## config.mk

```make
export PLATFORM = sky130hd
export DESIGN_NAME = seg7_scan_reader
export DESIGN_NICKNAME = d
export VERILOG_FILES = /design/src/rtl/seg7_scan_reader.sv
export SDC_FILE = /design/constraint.sdc
export NUM_CORES = 1
export LEC_CHECK = 0
export CAP_MARGIN = 15
export CORE_MARGIN = 5
export CORE_UTILIZATION = 55
export DETAILED_ROUTE_END_ITERATION = 8
export PLACE_DENSITY = 0.85
export REMOVE_ABC_BUFFERS = 1
export SYNTH_ARGS = -nofsm -noshare
export SYNTH_HDL_FRONTEND = slang
export SYNTH_SLANG_ARGS = --single-unit
```

## constraint.sdc

```tcl
create_clock -name clk -period 6.4 [get_ports clk]
set_input_delay 1.28 -clock clk [delete_from_list [all_inputs] [get_ports clk]]
set_output_delay 1.28 -clock clk [all_outputs]
set_load 0.1 [all_outputs]
```

## src/rtl/seg7_scan_reader.sv

```systemverilog
// Recovers BCD frames from a multiplexed active-low 4-digit 7-segment bus.
// Synchronize, stability-filter, decode, then hand out frames over valid/ready.
module seg7_scan_reader #(
    parameter int STABLE_CYCLES = 4
) (
    input  logic        clk,
    input  logic        rst_n,
    input  logic [6:0]  seg_n,
    input  logic [3:0]  an_n,
    input  logic        frame_ready,
    output logic        frame_valid,
    output logic [15:0] frame_digits,
    output logic [3:0]  frame_blank,
    output logic        frame_err,
    output logic        overrun
);

    localparam logic [7:0] LP_STABLE = 8'(STABLE_CYCLES);

    logic [10:0]      r_sync1;
    logic [10:0]      r_sync2;
    logic [10:0]      r_prev;
    logic [7:0]       r_stab_cnt;
    logic             r_armed;
    logic [3:0]       r_mask;
    logic [3:0][3:0]  r_dig;
    logic [3:0]       r_blank;
    logic [3:0]       r_err;
    logic             r_frame_valid;
    logic [15:0]      r_frame_digits;
    logic [3:0]       r_frame_blank;
    logic             r_frame_err;
    logic             r_overrun;

    logic             w_same;
    logic [7:0]       w_cnt_inc;
    logic             w_fire;
    logic [3:0]       w_an_low;
    logic             w_one_hot;
    logic             w_cap;
    logic [6:0]       w_seg;
    logic [3:0]       w_dec_dig;
    logic             w_dec_blank;
    logic             w_dec_err;
    logic [3:0][3:0]  w_dig_n;
    logic [3:0]       w_blank_n;
    logic [3:0]       w_err_n;
    logic [3:0]       w_mask_n;
    logic             w_done;
    logic             w_accept;
    logic             w_load;

    assign w_same    = (r_sync2 == r_prev);
    assign w_cnt_inc = (r_stab_cnt == 8'hFF) ? 8'hFF : r_stab_cnt + 8'd1;
    assign w_fire    = r_armed && w_same && (w_cnt_inc == LP_STABLE);
    assign w_an_low  = ~r_sync2[3:0];
    assign w_one_hot = (w_an_low != 4'b0000)
                    && ((w_an_low & (w_an_low - 4'd1)) == 4'b0000);
    assign w_cap     = w_fire && w_one_hot;
    assign w_seg     = r_sync2[10:4];

    always_comb begin
        w_dec_dig   = 4'hE;
        w_dec_blank = 1'b0;
        w_dec_err   = 1'b0;
        case (w_seg)
            7'b0000001: w_dec_dig = 4'd0;
            7'b1001111: w_dec_dig = 4'd1;
            7'b0010010: w_dec_dig = 4'd2;
            7'b0000110: w_dec_dig = 4'd3;
            7'b1001100: w_dec_dig = 4'd4;
            7'b0100100: w_dec_dig = 4'd5;
            7'b0100000: w_dec_dig = 4'd6;
            7'b0001111: w_dec_dig = 4'd7;
            7'b0000000: w_dec_dig = 4'd8;
            7'b0000100: w_dec_dig = 4'd9;
            7'b1111111: begin
                w_dec_dig   = 4'hF;
                w_dec_blank = 1'b1;
            end
            default:    w_dec_err = 1'b1;
        endcase
    end

    // Slot contents including the capture of this cycle, so a completing
    // capture lands in the same frame it completes.
    always_comb begin
        w_dig_n   = r_dig;
        w_blank_n = r_blank;
        w_err_n   = r_err;
        for (int i = 0; i < 4; i++) begin
            if (w_cap && w_an_low[i]) begin
                w_dig_n[i]   = w_dec_dig;
                w_blank_n[i] = w_dec_blank;
                w_err_n[i]   = w_dec_err;
            end
        end
    end

    assign w_mask_n = r_mask | (w_cap ? w_an_low : 4'b0000);
    assign w_done   = w_cap && (w_mask_n == 4'hF);
    assign w_accept = r_frame_valid && frame_ready;
    assign w_load   = w_done && (!r_frame_valid || frame_ready);

    always_ff @(posedge clk or negedge rst_n) begin
        if (!rst_n) begin
            r_sync1        <= '0;
            r_sync2        <= '0;
            r_prev         <= '1;
            r_stab_cnt     <= '0;
            r_armed        <= 1'b0;
            r_mask         <= '0;
            r_dig          <= '0;
            r_blank        <= '0;
            r_err          <= '0;
            r_frame_valid  <= 1'b0;
            r_frame_digits <= '0;
            r_frame_blank  <= '0;
            r_frame_err    <= 1'b0;
            r_overrun      <= 1'b0;
        end else begin
            r_sync1 <= {seg_n, an_n};
            r_sync2 <= r_sync1;
            r_prev  <= r_sync2;
            if (!w_same) begin
                r_stab_cnt <= 8'd1;
                r_armed    <= 1'b1;
            end else begin
                r_stab_cnt <= w_cnt_inc;
                if (w_fire) r_armed <= 1'b0;
            end
            r_dig   <= w_dig_n;
            r_blank <= w_blank_n;
            r_err   <= w_err_n;
            r_mask  <= w_done ? 4'b0000 : w_mask_n;
            if (w_load) begin
                r_frame_valid  <= 1'b1;
                r_frame_digits <= w_dig_n;
                r_frame_blank  <= w_blank_n;
                r_frame_err    <= |w_err_n;
            end else if (w_accept) begin
                r_frame_valid  <= 1'b0;
            end
            if (w_accept) r_overrun <= 1'b0;
            else if (w_done && !w_load) r_overrun <= 1'b1;
        end
    end

    assign frame_valid  = r_frame_valid;
    assign frame_digits = r_frame_digits;
    assign frame_blank  = r_frame_blank;
    assign frame_err    = r_frame_err;
    assign overrun      = r_overrun;

endmodule

```

==> summary.txt, run 1 <==
Run status
  – Status: finished, final reports clean

Synthesis
  – Syn Std Cell Area: 0.00382 mm²
  – Yosys warns: 0
  – Fraction of registers with async set/reset: 1.00
  – FF+latch count, synth: 93
  – Post-Synthesis Cells: 278
  – Sequential element share of the synthesized area: 0.613
  – Count of cell types in the netlist: 40
  – Top_reg_cell synth: dfrtp_1
  – Post-synth EDFFs: 0
  – Avg Inst Size Synth: 13.7 µm²

Floorplanning
  – Die height: 93.4 µm
  – Initial Util: 0.562
  – Die X: 93.4 µm
  – Die ar.: 0.00871 mm²
  – Cell row count: 30
  – Placeable Area: 0.00679 mm²
  – # IOs: 37

STA
  – RSZ-0062 raised after global routing: no
  – Worst-margin pin slew: 0.984 ns
  – Period minus WS final: 3.17 ns
  – Max Fclk: 0.315 GHz
  – Max Transition Viols Final: 0
  – Setup TNS: 0 ns
  – Worst Skew: 0.00780 ns
  – Setup violators final: 0
  – Final Hold Viols: 0
  – Tcrit/Tclk final: 0.496
  – Hold_ws: 0.346 ns
  – Slew HR: 0.342

Drt
  – Total number of vias: 2,265
  – WL/cell: 15.5 µm
  – Post-DR vias/cell: 5.44
  – # DRC: 0
  – Post-Route WL: 6440 µm
  – Final ANT Viol Nets: 0
  – Pre-antenna DRT Iters: 4
  – Iter 0 DRT Violations: 141

Cells and area
  – # nets final: 330
  – # fillers: 530
  – Area delta synth->final: 16.0%
  – Fin area: 0.00443 mm²
  – Ant diodes: 0
  – Share of post-route cells with drive strength above 1: 0.259

Global routing
  – All-Layer GR Usage: 0.168
  – Grt ovf: 0
  – Number of global-route vias before repair: 2,382
  – First-pass GRT wire length: 11,400 µm
  – Initial antenna violation count: 0
  – Largest net degree at the start of global routing: 94

Clock network
  – Clk Latency, worst-skew pair: 0.36 ns
  – Post-CTS Setup Inserts: 0
  – CTS tree: yes
  – Hold buffers post-CTS: 0
  – Clock tree buffer depth: 2
  – Clock sink total: 93
  – Clock slew at reported path FFs: 0.09 ns
  – Number of buffers created by CTS: 9
  – H-tree levels: 3
  – Clock Tree Root: clkbuf_8
  – Post-cts sizing count: 0

Worst hold path
  – Hold endpoint: r_sync2[7]
  – Min-delay src: r_sync1[7]
  – Worst Hold Class: flop to flop
  – Depth of the worst hold-timing path: 0

Worst setup path
  – R2R cell count: 6
  – Crit start category: flop
  – Worst path top cell family by delay: buffers and inverters
  – Crit-path slowest cell: clkdlybuf4s50_1
  – CP max stage delay: 1.15 ns
  – Required time worst endpoint: 5.12 ns
  – Worst EP arrival: 1.89 ns
  – Max FO, Critical Path: 4
  – CP Buf/Inv Count: 1
  – Reg2reg start: r_sync2[9]
  – Critical R2R Capture: frame_blank[1]
  – Crit path cell chain: clkdlybuf4s50_1
  – CP Class: flop to output pin
  – Register-to-register setup slack: 3.37 ns
  – CP Capture Type: output pin

Placement
  – Global placement routability congestion: 0.878
  – Final HPWL DP: 4360 µm
  – DP Area: 0.00422 mm²
  – Port Buffer Count: 36

Pwr
  – Pwr Density: 231 mW/mm²
  – Leakage Power: 1.96 nW
  – Peak supply drop: 189 µV

Flow run
  – Number of max-cap violations: 0
state kept, by name (all words and copies together), names as in the netlist:
name / flops
r_sync2: 11
frame_digits: 16
r_blank: 4
overrun: 1
r_sync1: 11
frame_valid: 1
frame_err: 1
r_err: 4
r_mask: 4
r_armed: 1
r_stab_cnt: 8
r_dig: 16
r_prev: 11
frame_blank: 4
cell usage after synthesis (all sizes together) (3+ instances only):
library cell	count	area, µm²
buf	6	63.8
nand2	9	33.8
nand3	9	62.6
inv	7	26.3
o211ai	3	36.3
nor3	7	35.0
nand2b	7	43.8
clkbuf	5	18.8
mux2	41	473
nor2	24	90.1
dfstp	11	289
and3	3	18.8
or3	3	18.8
nor4	8	153
a21oi	14	70.1
xor2	14	130
dfrtp	82	2050
a31oi	4	25.0
cells in the final DEF, fill, tap and decap left out, types with 3 or more instances in the layout:
cell / n
mux2_4: 3
a31oi_1: 4
mux2_2: 38
nand2_1: 9
nand2b_1: 7
nor2_1: 24
a21oi_1: 14
or3_1: 3
nand3_1: 7
xor2_1: 13
and3_1: 3
nor4_4: 6
inv_1: 7
dfstp_2: 11
dfrtp_1: 82
nor3_1: 7
inv_6: 3
clkdlybuf4s50_1: 35
clkbuf_8: 10
metal layers:
layer | GRT usage | share of wire
met2 | 0.258 | 0.50
met4 | 0.0598 | 0.016
met1 | 0.218 | 0.43
met5 | 0 | 0
met3 | 0.0628 | 0.055
worst max-delay path by stage:
stage               slack, ns     startpoint  depth (start not counted)          endpoint
floorplan                3.79  r_stab_cnt[0]                          8         frame_err
finish                   3.23    frame_valid                          1       frame_valid
CTS                      3.20    frame_valid                          1       frame_valid
global placement         3.07    frame_ready                          4  frame_digits[11]
global route             3.12     r_sync2[9]                          6   frame_digits[4]
detailed placement       3.05    frame_ready                          4    frame_blank[1]
cell families after synthesis:
logic type | Yosys count | share of synthesized area
flops | 93 | 0.613
simple gates | 78 | 0.135
mux | 41 | 0.124
compound gates | 31 | 0.0583
buf+inv | 18 | 0.0285
xor+xnor | 16 | 0.0386
fa+ha+maj | 1 | 0.00327
cell type report:
class	count	area (µm²)	share of cell area
clock inverter	6	51.3	0.0116
timing repair buffer	37	385	0.0869
inverter	7	26.3	0.00593
tap	96	120	0.0271
clock buffer	10	138	0.0310
sequential	93	2340	0.528
multi-input combinational	167	1370	0.309
per-stage QoR:
step | cells | power, W | worst slack, ns | util
floorplan | 267 | 0.000642 | 3.79 | -
global route | 416 | 0.00107 | 3.12 | 0.652
global placement | 399 | 0.000665 | 3.07 | 0.621
finish | 416 | 0.00102 | 3.23 | 0.652
CTS | 415 | 0.00104 | 3.20 | 0.648
detailed placement | 399 | 0.000667 | 3.05 | 0.621
power breakdown:
part / switching [W] / total, W / internal [W]
registers: 0.0000125 / 0.000613 / 0.000600
logic: 0.0000262 / 0.0000444 / 0.0000182
clock network: 0.000207 / 0.000366 / 0.000159
total: 0.000246 / 0.00102 / 0.000777
(Power assumes the default switching activity.)
==> run 2, diff against run 1 <==
--- a/config.mk
+++ b/config.mk
@@ -7,9 +7,9 @@
 export LEC_CHECK = 0
 export CAP_MARGIN = 15
 export CORE_MARGIN = 5
-export CORE_UTILIZATION = 55
+export CORE_UTILIZATION = 51
 export DETAILED_ROUTE_END_ITERATION = 8
-export PLACE_DENSITY = 0.85
+export PLACE_DENSITY = 0.83
 export REMOVE_ABC_BUFFERS = 1
 export SYNTH_ARGS = -nofsm -noshare
 export SYNTH_HDL_FRONTEND = slang
==> constraint.sdc (replaced) <==
create_clock -name clk -period 2.6 [get_ports clk]
set_input_delay 0.52 -clock clk [delete_from_list [all_inputs] [get_ports clk]]
set_output_delay 0.52 -clock clk [all_outputs]
set_load 0.1 [all_outputs]
==> run 2 against run 1 <==
  * Combinational power rose to 3.0 times the previous value
  * Global-route usage down 0.098 points
  * Cell area up 4.8%
  * Largest cell class unchanged
  * Largest power group unchanged
==> summary.txt, run 2 (same netlist as run 1, synthesis figures left out) <==
Run status
  – Status: finished, final reports clean

STA
  – Slew HR: 0.527
  – RSZ-0062 raised after global routing: yes
  – Max Fclk: 0.391 GHz
  – Tcrit/Tclk final: 0.984
  – Worst-margin pin slew: 0.710 ns
  – Period minus WS final: 2.56 ns
  – Worst Skew: 0.0118 ns
  – Worst setup margin: 0.0429 ns
  – Final Hold Viols: 0
  – Hold_ws: 0.137 ns
  – Max Transition Viols Final: 0
  – Setup violators final: 0

Cells and area
  – Fin area: 0.00465 mm²
  – Area delta synth->final: 21.6%
  – Commonest non-fill, non-tap cell in the layout: dfrtp_1
  – Post-layout util: 0.637
  – Ant diodes: 0
  – Most frequent cells in the layout: dfrtp_1, buf_4, nor2_1, mux2_2, mux2_4
  – # nets final: 353
  – Share of post-route cells with drive strength above 1: 0.376

Global routing
  – Initial antenna violation count: 0
  – First-pass GRT wire length: 11,700 µm
  – Largest net degree at the start of global routing: 49
  – Grt ovf: 0
  – Number of global-route vias before repair: 2,413
  – All-Layer GR Usage: 0.167

Drt
  – # DRC: 0
  – Iter 0 DRT Violations: 117
  – Pre-antenna DRT Iters: 5
  – WL/cell: 15.6 µm
  – Post-Route WL: 6880 µm
  – Total number of vias: 2,357
  – Post-DR vias/cell: 5.33
  – Final ANT Viol Nets: 0

Worst hold path
  – Worst Hold Class: primary input to asynchronous set/reset pin

Worst setup path
  – Crit start category: flop
  – CP Capture Type: flop
  – R2R cell count: 9
  – Reg2reg start: r_stab_cnt[0]
  – Required time worst endpoint: 2.85 ns
  – Max FO, Critical Path: 5
  – Crit-path slowest cell: dfrtp_1
  – CP max stage delay: 0.39 ns
  – CP Class: flop to flop
  – Crit path cell chain: ha_1, nand2b_4, nor4_4, buf_4, o211ai_4, nor4_4, buf_4, mux2_2, mux2_2
  – Worst EP arrival: 2.81 ns
  – Critical path origin: r_stab_cnt[0]

Placement
  – Global placement routability congestion: 0.901
  – Pre-CTS setup slack: 0.0211 ns
  – Final HPWL DP: 4870 µm
  – Port Buffer Count: 36
  – DP Area: 0.00435 mm²

Floorplanning
  – Die ar.: 0.00932 mm²
  – Cell row count: 31
  – # IOs: 37
  – Die X: 96.6 µm
  – Placeable Area: 0.00729 mm²
  – Initial Util: 0.524
  – Die height: 96.6 µm

Clock network
  – Number of buffers created by CTS: 9
  – CTS tree: yes
  – Clock tree buffer depth: 2
  – Clock sink total: 93
  – Clk Latency, worst-skew pair: 0.36 ns
  – H-tree levels: 3
  – Clock slew at reported path FFs: 0.09 ns
  – Clock Tree Root: clkbuf_8

Flow run
  – Number of max-cap violations: 0

Pwr
  – Leakage Power: 2.15 nW
  – Peak supply drop: 441 µV
  – Pwr Density: 557 mW/mm²
==> run 2: cell count changes in the layout (fill, tap and decap cells not counted), sizes merged <==
cell	delta
buf	+46
bufinv	+1
clkdlybuf4s50	-23
clkinv	-1
clkinvlp	+2
inv	-2
==> run 2: where the power goes <==
group          switching [W]  internal, W  total (W)
Clock               0.000505     0.000453   0.000958
Combinational      0.0000785    0.0000536   0.000132
Sequential         0.0000189      0.00148    0.00150
==> run 2: layer usage <==
layer	vias up	global-route usage	routed length [µm]
met1	1189	0.219	3010
li1	1099	-	-
met2	57	0.258	3410
met4	0	0.0514	116
met3	12	0.0620	340
met5	-	0	0
==> run 2: worst paths after layout <==
check / endpoint / slack (ns)
max: frame_digits[13] / 0.04
max reg2reg: frame_digits[13] / 0.04
max in group asynchronous: r_prev[2] / 1.75
min reg2reg: r_sync2[5] / 0.35
min in group clk: r_sync2[5] / 0.35
min: frame_digits[5] / 0.14
==> run 2: cell type report <==
class	instances	area (µm²)
clock inverters	6	70.1
flip-flops and latches	93	2340
fillers	560	2650
well taps	99	124
repair buffers	60	509
clock buffers	10	128
multi-input cells	167	1450
inverters	7	26.3
==> run 2: timing repair <==
item	in CTS	in global routing
resized for setup	1	17
hold buffers	0	0
setup buffers	1	1
endpoints found under the setup margin	3	17
==> run 2: stage by stage <==
step	instances	total power [W]	setup TNS, ns
3_5_place_dp	424	0.00166	0
2_1_floorplan	267	0.00158	-0.0118
6_report	442	0.00259	0
4_1_cts	441	0.00263	0
3_3_place_gp	424	0.00165	0
5_1_grt	442	0.00270	-0.803
==> run 2: critical path: cells and delay by family, from the launching register on <==
family                   cells  cell delay (ns)
AO/OA/AOI/OAI                1             0.13
multiplexers                 2             0.60
AND/OR/NAND/NOR              3             0.64
flip-flops                   1             0.39
adder cells (fa/ha/maj)      1             0.31
buffers and inverters        2             0.37
